--- src/rtl/guitar_pkg.sv ---
// Shared types and constants for the fret-note judging logic.
// The multiplier helper maps a consecutive-hit count to its 1..MAX_MULT scoring factor.
package guitar_pkg;

    typedef enum logic [1:0] {
        IDLE   = 2'd0,
        TRACK  = 2'd1,
        WINDOW = 2'd2,
        JUDGED = 2'd3
    } judge_state_t;

    localparam int COMBO_STEP = 8;
    localparam int MAX_MULT   = 4;

    function automatic logic [2:0] mult_from_combo(input logic [7:0] combo);
        if (combo >= 8'(COMBO_STEP * (MAX_MULT - 1)))
            return 3'(MAX_MULT);
        return 3'(combo / 8'(COMBO_STEP)) + 3'd1;
    endfunction

endpackage

--- src/rtl/rise_detect.sv ---
// Single-bit rising-edge detector: one-cycle pulse when the input goes high,
// with the history register cleared by an asynchronous reset.
module rise_detect (
    input  logic clk_i,
    input  logic rst_i,
    input  logic d_i,
    output logic rise_o
);

    logic prev_q;

    always_ff @(posedge clk_i or posedge rst_i) begin
        if (rst_i)
            prev_q <= 1'b0;
        else
            prev_q <= d_i;
    end

    assign rise_o = d_i & ~prev_q;

endmodule

--- src/rtl/note_judge_red.sv ---
// Red-lane note judge: tracks one falling note through the strum window, scores hits,
// counts misses and ghost strums, and drives the combo, multiplier and hit flash.
module note_judge_red
    import guitar_pkg::*;
#(
    parameter logic [9:0]  WIN_LO       = 10'd400,
    parameter logic [9:0]  WIN_HI       = 10'd440,
    parameter logic [15:0] HIT_POINTS   = 16'd10,
    parameter logic [3:0]  FLASH_FRAMES = 4'd15
) (
    input  logic        Clk,
    input  logic        Reset,
    input  logic        frame_clk,
    input  logic [9:0]  note_y_pos,
    input  logic        note_active,
    input  logic        key_red,
    output logic        hit_pulse,
    output logic        miss_pulse,
    output logic [15:0] score,
    output logic [7:0]  combo,
    output logic [2:0]  multiplier,
    output logic        hit_flash
);

    judge_state_t state_q, state_d;
    logic         strum, tick;
    logic         hit_d, miss_d;
    logic         hit_q, miss_q;
    logic [15:0]  score_q, score_d;
    logic [7:0]   combo_q, combo_d;
    logic [3:0]   flash_q, flash_d;
    logic [2:0]   mult;
    logic [18:0]  score_sum;
    logic         above_win, in_win, past_win;

    rise_detect u_key_rise (
        .clk_i  (Clk),
        .rst_i  (Reset),
        .d_i    (key_red),
        .rise_o (strum)
    );

    rise_detect u_frame_rise (
        .clk_i  (Clk),
        .rst_i  (Reset),
        .d_i    (frame_clk),
        .rise_o (tick)
    );

    assign above_win = note_y_pos < WIN_LO;
    assign past_win  = note_y_pos > WIN_HI;
    assign in_win    = !above_win && !past_win;

    always_ff @(posedge Clk or posedge Reset) begin
        if (Reset)
            state_q <= IDLE;
        else
            state_q <= state_d;
    end

    always_comb begin
        state_d = state_q;
        case (state_q)
            IDLE:   if (note_active && above_win) state_d = TRACK;
            TRACK: begin
                if (!note_active)
                    state_d = IDLE;
                else if (in_win)
                    state_d = WINDOW;
            end
            WINDOW: if (strum || past_win || !note_active) state_d = JUDGED;
            JUDGED: if (!note_active || above_win) state_d = IDLE;
            default: state_d = IDLE;
        endcase
    end

    // A strum inside the window always wins over the note leaving it in the same cycle.
    always_comb begin
        hit_d  = 1'b0;
        miss_d = 1'b0;
        if (state_q == WINDOW) begin
            if (strum)
                hit_d = 1'b1;
            else if (past_win || !note_active)
                miss_d = 1'b1;
        end else if (strum) begin
            miss_d = 1'b1;
        end
    end

    assign mult      = mult_from_combo(combo_q);
    assign score_sum = 19'(score_q) + 19'(HIT_POINTS) * 19'(mult);

    always_comb begin
        score_d = score_q;
        combo_d = combo_q;
        flash_d = flash_q;
        if (hit_d) begin
            score_d = (score_sum > 19'h0FFFF) ? 16'hFFFF : score_sum[15:0];
            combo_d = (combo_q == 8'hFF) ? 8'hFF : combo_q + 8'd1;
            flash_d = FLASH_FRAMES;
        end else begin
            if (miss_d)
                combo_d = 8'd0;
            if (tick && flash_q != 4'd0)
                flash_d = flash_q - 4'd1;
        end
    end

    always_ff @(posedge Clk or posedge Reset) begin
        if (Reset) begin
            hit_q   <= 1'b0;
            miss_q  <= 1'b0;
            score_q <= 16'd0;
            combo_q <= 8'd0;
            flash_q <= 4'd0;
        end else begin
            hit_q   <= hit_d;
            miss_q  <= miss_d;
            score_q <= score_d;
            combo_q <= combo_d;
            flash_q <= flash_d;
        end
    end

    assign hit_pulse  = hit_q;
    assign miss_pulse = miss_q;
    assign score      = score_q;
    assign combo      = combo_q;
    assign multiplier = mult;
    assign hit_flash  = flash_q != 4'd0;

endmodule

--- config.mk ---
export PLATFORM = sky130hd
export DESIGN_NAME = note_judge_red
export DESIGN_NICKNAME = d
export VERILOG_FILES = /design/src/rtl/guitar_pkg.sv /design/src/rtl/rise_detect.sv /design/src/rtl/note_judge_red.sv
export SDC_FILE = /design/constraint.sdc
export NUM_CORES = 1
export LEC_CHECK = 0
export ABC_AREA = 1
export CAP_MARGIN = 10
export CORE_MARGIN = 4
export CORE_UTILIZATION = 45
export DETAILED_ROUTE_END_ITERATION = 10
export GPL_TIMING_DRIVEN = 1
export PLACE_DENSITY_LB_ADDON = 0.25
export SLEW_MARGIN = 20
export SYNTH_ARGS = -nofsm -noshare
export SYNTH_HDL_FRONTEND = slang
export SYNTH_HIERARCHICAL = 1
export SYNTH_SLANG_ARGS = --single-unit
--- constraint.sdc ---
create_clock -name Clk -period 3.2 [get_ports Clk]
set_input_delay 0.48 -clock Clk [delete_from_list [all_inputs] [get_ports Clk]]
set_output_delay 0.48 -clock Clk [all_outputs]
set_load 0.1 [all_outputs]
Word-level counts from Yosys, hierarchy flattened
Index checks and enable logic that the tools add are counted.

cells by class
  multipliers = 1
  $lt $le $gt $ge = 4
  muxes and demuxes = 20
  bitwise operators = 4
  reduce and logical (&&, ||, !) cells = 15
  add/subtract/negate cells = 4
  equal/unequal tests = 8

operators by type and width
  operator                                                            number
  2-to-1 mux 8 bit                                                    3
  adder 16 x 7 -> 17 bit                                              1
  greater-than comparator 17 x 16 -> 1 bit (second input constant)    1
  2-to-1 mux 16 bit                                                   1
  greater-than comparator 10 x 9 -> 1 bit (second input constant)     1
  less-than comparator 10 x 9 -> 1 bit (second input constant)        1
  2-to-1 mux 2 bit                                                    5
  adder 8 x 1 -> 8 bit (second input constant)                        1
  == test 8 bit (second input constant)                               1
  greater-or-equal comparator 8 x 5 -> 1 bit (second input constant)  1
  2-to-1 mux 4 bit                                                    2
  case mux 2 bit (4 select lines)                                     1
  multiplier 3 x 3 -> 6 bit (first input constant)                    1
  2-to-1 mux 1 bit                                                    6
  2-to-1 mux 3 bit                                                    2
  != test 2 bit (second input constant)                               3
  == test 2 bit (second input constant)                               2
  logical OR 1 bit                                                    4
  AND reduction 4 bit                                                 1
  nonzero test 2 bit                                                  2
  nonzero test 4 bit                                                  1
  subtractor 4 x 1 -> 4 bit (second input constant)                   1
  adder 3 x 1 -> 3 bit (second input constant)                        1
  logical AND 1 bit                                                   3
  other kinds (6)                                                     10

word-level totals
  register bits after elaboration = 34
  output and inout bits = 30

Logic depth before layout (Yosys ltp)
  word-level depth = 7
  mapped depth = 15

Modules after synthesis
Netlist, hierarchy kept.

by module, submodules not included
  module          cells each  times used  area an instance (µm²)  sequential area each (µm²)
  note_judge_red  293         1           2174.6                  800.8
  rise_detect     4           2           38.8                    25.0

Worst setup path after synthesis
No wires, ideal clock.

  path kind = register -> register
  from = register combo_q[3], in the netlist combo[3]
  to = register score_q[11], in the netlist score[11]
  path buffers = 0
  arrival time = 4.204 ns
  path slack = -1.136 ns
  required time = 3.068 ns
  period minus slack after synthesis = 4.336 ns
  cell stages (with the launch flop) = 13
  path through = dfrtp_1 > ha_1 > inv_1 > nor2_1 > ha_1 > ha_1 > ha_1 > nand2_1 > nand3b_1 > nand2_2 > nand3b_1 > o21ai_0 > nand3_1

on the way
  longest elaborated chain between the ends = 7
  elaborated cells on any way between the ends = 8
  classes of those cells = 2 x add/sub; 1 x mul; 2 x order compare; 3 x mux

RTL lines
  what                                        RTL line               text
  from (decl)                                 note_judge_red.sv:30   logic [7:0] combo_q, combo_d;
  from (signal assigned)                      note_judge_red.sv:121  combo_q <= combo_d;
  greater-or-equal comparator 8 x 5 -> 1 bit  guitar_pkg.sv:16       if (combo >= 8'(COMBO_STEP * (MAX_MULT - 1)))
  2-to-1 mux 1 bit                            guitar_pkg.sv:16
  2-to-1 mux 3 bit (*)                        guitar_pkg.sv:18       return 3'(combo / 8'(COMBO_STEP)) + 3'd1;
  named net multiplier[1]                     note_judge_red.sv:21   output logic [2:0] multiplier,
  multiplier 3 x 3 -> 6 bit (*)               note_judge_red.sv:92   assign score_sum = 19'(score_q) + 19'(HIT_POINTS) * 19'(mult);
  adder 16 x 7 -> 17 bit (*)                  note_judge_red.sv:92
  greater-than comparator 17 x 16 -> 1 bit    note_judge_red.sv:99   score_d = (score_sum > 19'h0FFFF) ? 16'hFFFF : score_sum[15:0];
  2-to-1 mux 16 bit (*)                       note_judge_red.sv:99
  to (signal assigned)                        note_judge_red.sv:120  score_q <= score_d;
  to (decl)                                   note_judge_red.sv:29   logic [15:0] score_q, score_d;

Mark *: on every way through the listed nets, which the timed path passes. The rest lies on a longest branch.
A chain may end at the register's enable or synchronous reset.

Final worst setup path
  from = register combo_q[7], in the netlist combo[7]
  to = register score_q[9], in the netlist score[9]

on the way
  longest elaborated chain between the ends = 7

RTL lines
  what                                            RTL line
  greater-or-equal comparator 8 x 5 -> 1 bit (*)  guitar_pkg.sv:16
  2-to-1 mux 1 bit (*)                            guitar_pkg.sv:16
  2-to-1 mux 3 bit (*)                            guitar_pkg.sv:18
  multiplier 3 x 3 -> 6 bit (*)                   note_judge_red.sv:92
  adder 16 x 7 -> 17 bit (*)                      note_judge_red.sv:92
  greater-than comparator 17 x 16 -> 1 bit        note_judge_red.sv:99
  2-to-1 mux 16 bit (*)                           note_judge_red.sv:99

Every way passes the cells marked *; elsewhere a longest branch is shown, timed or not.

==> results.cfg <==
[cts]
cts_repair_resize_count = 0
clock-sinks = 34
holdBufCountCts = 0
max-clock-path-buffers = 2
cts-htree-levels = 2
tritoncts_clock_tree = done
cts_setup_buffers = 0
clock_latency_of_the_later_clocked_register_in_the_worst_skew_pair_ns = 0.29
ctsRootBufferMaster = clkbuf_8
clk_pin_slew_ns = 0.07
cts_made_buffers = 5

[floorplanning]
rows = 25
start_util_pct = 47.1
die_x_um = 78.7
io-pin-count = 45
die_ar_um2 = 6200
dieHeight_um = 78.7
floorplan.core_area_um2 = 4790

[synthesis]
synth.top_cells.by_area = dfrtp_1 (38%), nand2_1 (14%), ha_1 (7.8%)
ys.flop_type = dfrtp_1
syn_avg_cell_area_um2 = 7.48
yosys.area.top_type = dfrtp_1
synthesis.area_um2 = 2250
proportion_of_synthesized_flip_flops_having_asynchronous_set_or_reset_pct = 100
number_of_synthesis_warnings = 6
postSynthRegisterBits = 34
yosysUniqueCellTypes = 32
mappedNetlistNets = 331
number_of_enable_type_register_cells_in_the_synthesized_netlist = 0
synth_top_area_share_pct = 37.8
postSynthCellCount = 301
part_of_the_yosys_area_used_for_sequential_elements_pct = 37.8

[worst_setup_path]
cp.required_ns = 3.36
timing.critical_path.arrival_ns = 3.11
worst_path_max_delay_cell = dfrtp_4
path_buf_inv = 1
critPathMaxStageDelay_ns = 0.51
timing.critical_path.cells = nor2_1 > nand3_2 > or2_4 > ha_1 > ha_1 > ha_1 > ha_1 > a21oi_1 > o21ai_1 > inv_1 > nand2_4 > nand3_2 > o21ai_0
crit_type = reg -> reg
path_delay_family = adder cells
worstPathMaxFanout = 9
crit_path_end_kind = flip-flop
worst_setup_path_start_kind = flip-flop
critPathMostFrequentCell = ha_1

[sta]
worst_clock_skew_ns = 0.00586
slew_headroom_pct = 35.9
tightestPinTransition_ns = 0.958
setup_viol_count_final = 0
fin_crit_sh_pct = 92.1
maxClockFrequency_mhz = 339
timing.final.max_slew_violations = 0
tns_ns = 0
final_critical_path_setup_slack_ns = 0.253
report.final.hold_viol_count = 0
clock_period_minus_final_worst_setup_slack_ns = 2.95
rsz0062_at_grt = no

[layout]
layout-drive-gt1-share_pct = 17.4
nets = 380
area_growth_pct = 24.7
final_instance_count_without_filler_cells = 418
diodes = 0
n_fill_cell = 448
utilization_pct = 58.7

[global_route]
antenna_violations_before_repair = 0
grt_pass1_wl_mm = 8.42
grt.total_usage_pct = 17.0
vias_in_the_first_global_route = 1904
globalRouteOverflowTotal = 0
largest_net_degree_at_the_start_of_global_routing = 23

[detailed_routing]
remaining_drc_errors = 0
wl_per_cell_um = 11.6
dr_total_vias = 2028
routed_via_density = 4.85
drt_iter0_markers = 91
drt-pass1-iter-count = 5
drtAntennaViolNets = 0
final_wirelength_mm = 4.86

[power_and_ir_drop]
ir_drop_mv = 0.330
p_per_area_nw_per_um2 = 632
static-leakage-power_uw = 0.00151
fin_total_pwr_uw = 1770

[job]
drv.max_cap_violation_count = 0

[min_path]
hold_path.class = in -> async

[placed_design]
dp_hpwl_mm = 3.82
preCtsSetupSlack_ns = 0.261
post-place-cells = 410
globalplace.congestion = 0.815
io_buffers = 44

[outcome]
outcome = finished, final reports clean
## synthesized netlist by cell type (2+ instances only)
| cell type | n |
|---|---|
| a21oi_1 | 6 |
| dfrtp_1 | 34 |
| ha_1 | 14 |
| inv_1 | 40 |
| nand2_1 | 83 |
| nand2_4 | 4 |
| nand3_1 | 31 |
| nand3b_1 | 3 |
| nand4_1 | 8 |
| nor2_1 | 27 |
| nor2_2 | 3 |
| nor2_4 | 2 |
| nor3_1 | 3 |
| o211ai_1 | 3 |
| o21ai_0 | 16 |
| o21ai_1 | 2 |
| or2_0 | 2 |
| or2_2 | 2 |
| xor2_1 | 5 |
## state kept, by name, summed over array words and instances (netlist names), named ones only
signal,cells
flash_q,4
miss_pulse,1
combo,8
u_frame_rise/prev_q,1
hit_pulse,1
score,16
u_key_rise/prev_q,1
state_q,1
## worst register-to-register path, delay by kind of cell (launching register included)
family                     cells  cell delay, ns
AOI/OAI and AO/OA              3            0.41
DFF                            1            0.51
buffers and inverters          1            0.09
adders and majority gates      4            0.99
and+or+nand+nor                5            0.82
## layout by cell type (no fill, tap or decap)
cell type and count:
nand2_1 83, inv_1 40, nand3_1 30, buf_4 30, dfrtp_1 29, nor2_1 25, o21ai_0 16, clkdlybuf4s50_1 15
ha_1 14, nand4_1 8, a21oi_1 6, clkbuf_8 6, xor2_1 5, nor2_4 4, nand2_4 4, nand3b_1 3
nor3_1 3, nor2_2 3, o211ai_1 3, dfrtp_4 3, o21ai_1 2, nand3_2 2, or2_0 2, dfrtp_2 2
inv_2 1, inv_4 1, nand2_2 1, nand4_2 1, xnor2_1 1, or2_1 1, a21boi_1 1, or2_4 1
mux2i_1 1, or2_2 1, fa_1 1, clkinv_2 1, clkbuf_1 1
## final timing paths
| path | cells after the start | startpoint | slack [ns] | end |
|---|---|---|---|---|
| setup / recovery | 13 | combo[7] | 0.25 | score[9] |
| hold / removal | 2 | Reset | 0.37 | u_key_rise/prev_q |
| setup reg to reg | 13 | combo[7] | 0.25 | score[9] |
| hold reg to reg | 2 | score[0] | 0.48 | score[0] |
| max in group asynchronous | 3 | Reset | 1.81 | score[4] |
| min in group Clk | 2 | score[0] | 0.48 | score[0] |
## area by class of cell
class	instances	area, um2	area share [%]
Multi-Input combinational cell	222	1230	43.9
Inverter	42	160	5.70
Sequential cell	34	865	30.8
Clock buffer	7	86.3	3.07
Clock inverter	1	5.00	0.178
Timing Repair Buffer	45	375	13.4
Tap cell	67	83.8	2.99
## through the flow
stage	hold WS, ns	area (um2)
2_1_floorplan	0.209	2290
3_3_place_gp	0.470	2720
3_5_place_dp	0.465	2720
4_1_cts	0.375	2810
5_1_grt	0.377	2810
6_report	0.375	2810
## where the power goes
| group | switching (uW) | internal, uW |
|---|---|---|
| registers | 76.3 | 515 |
| logic | 624 | 230 |
| clock network | 155 | 174 |
| total | 855 | 918 |
## cell families (layout without fill, tap and decap cells)
family                   count (synthesis)  after routing  share of synthesized area [%]
AO/OA/AOI/OAI                           28             28                           6.67
XOR/XNOR                                 6              6                           2.33
adder cells (fa/ha/maj)                 15             15                           8.67
buffers and inverters                   45             95                           8.50
flip-flops                              34             34                           37.8
multiplexers                             1              1                          0.444
AND/OR/NAND/NOR                        172            172                           35.6
## routing by layer
layer / track usage [%] / wire length (um) / vias up
li1: - / - / 1073
met1: 22.8 / 2340 / 912
met2: 26.7 / 2210 / 39
met3: 4.54 / 252 / 4
met4: 5.59 / 61 / 0
met5: 0 / 0 / -
(Power assumes the default switching activity.)
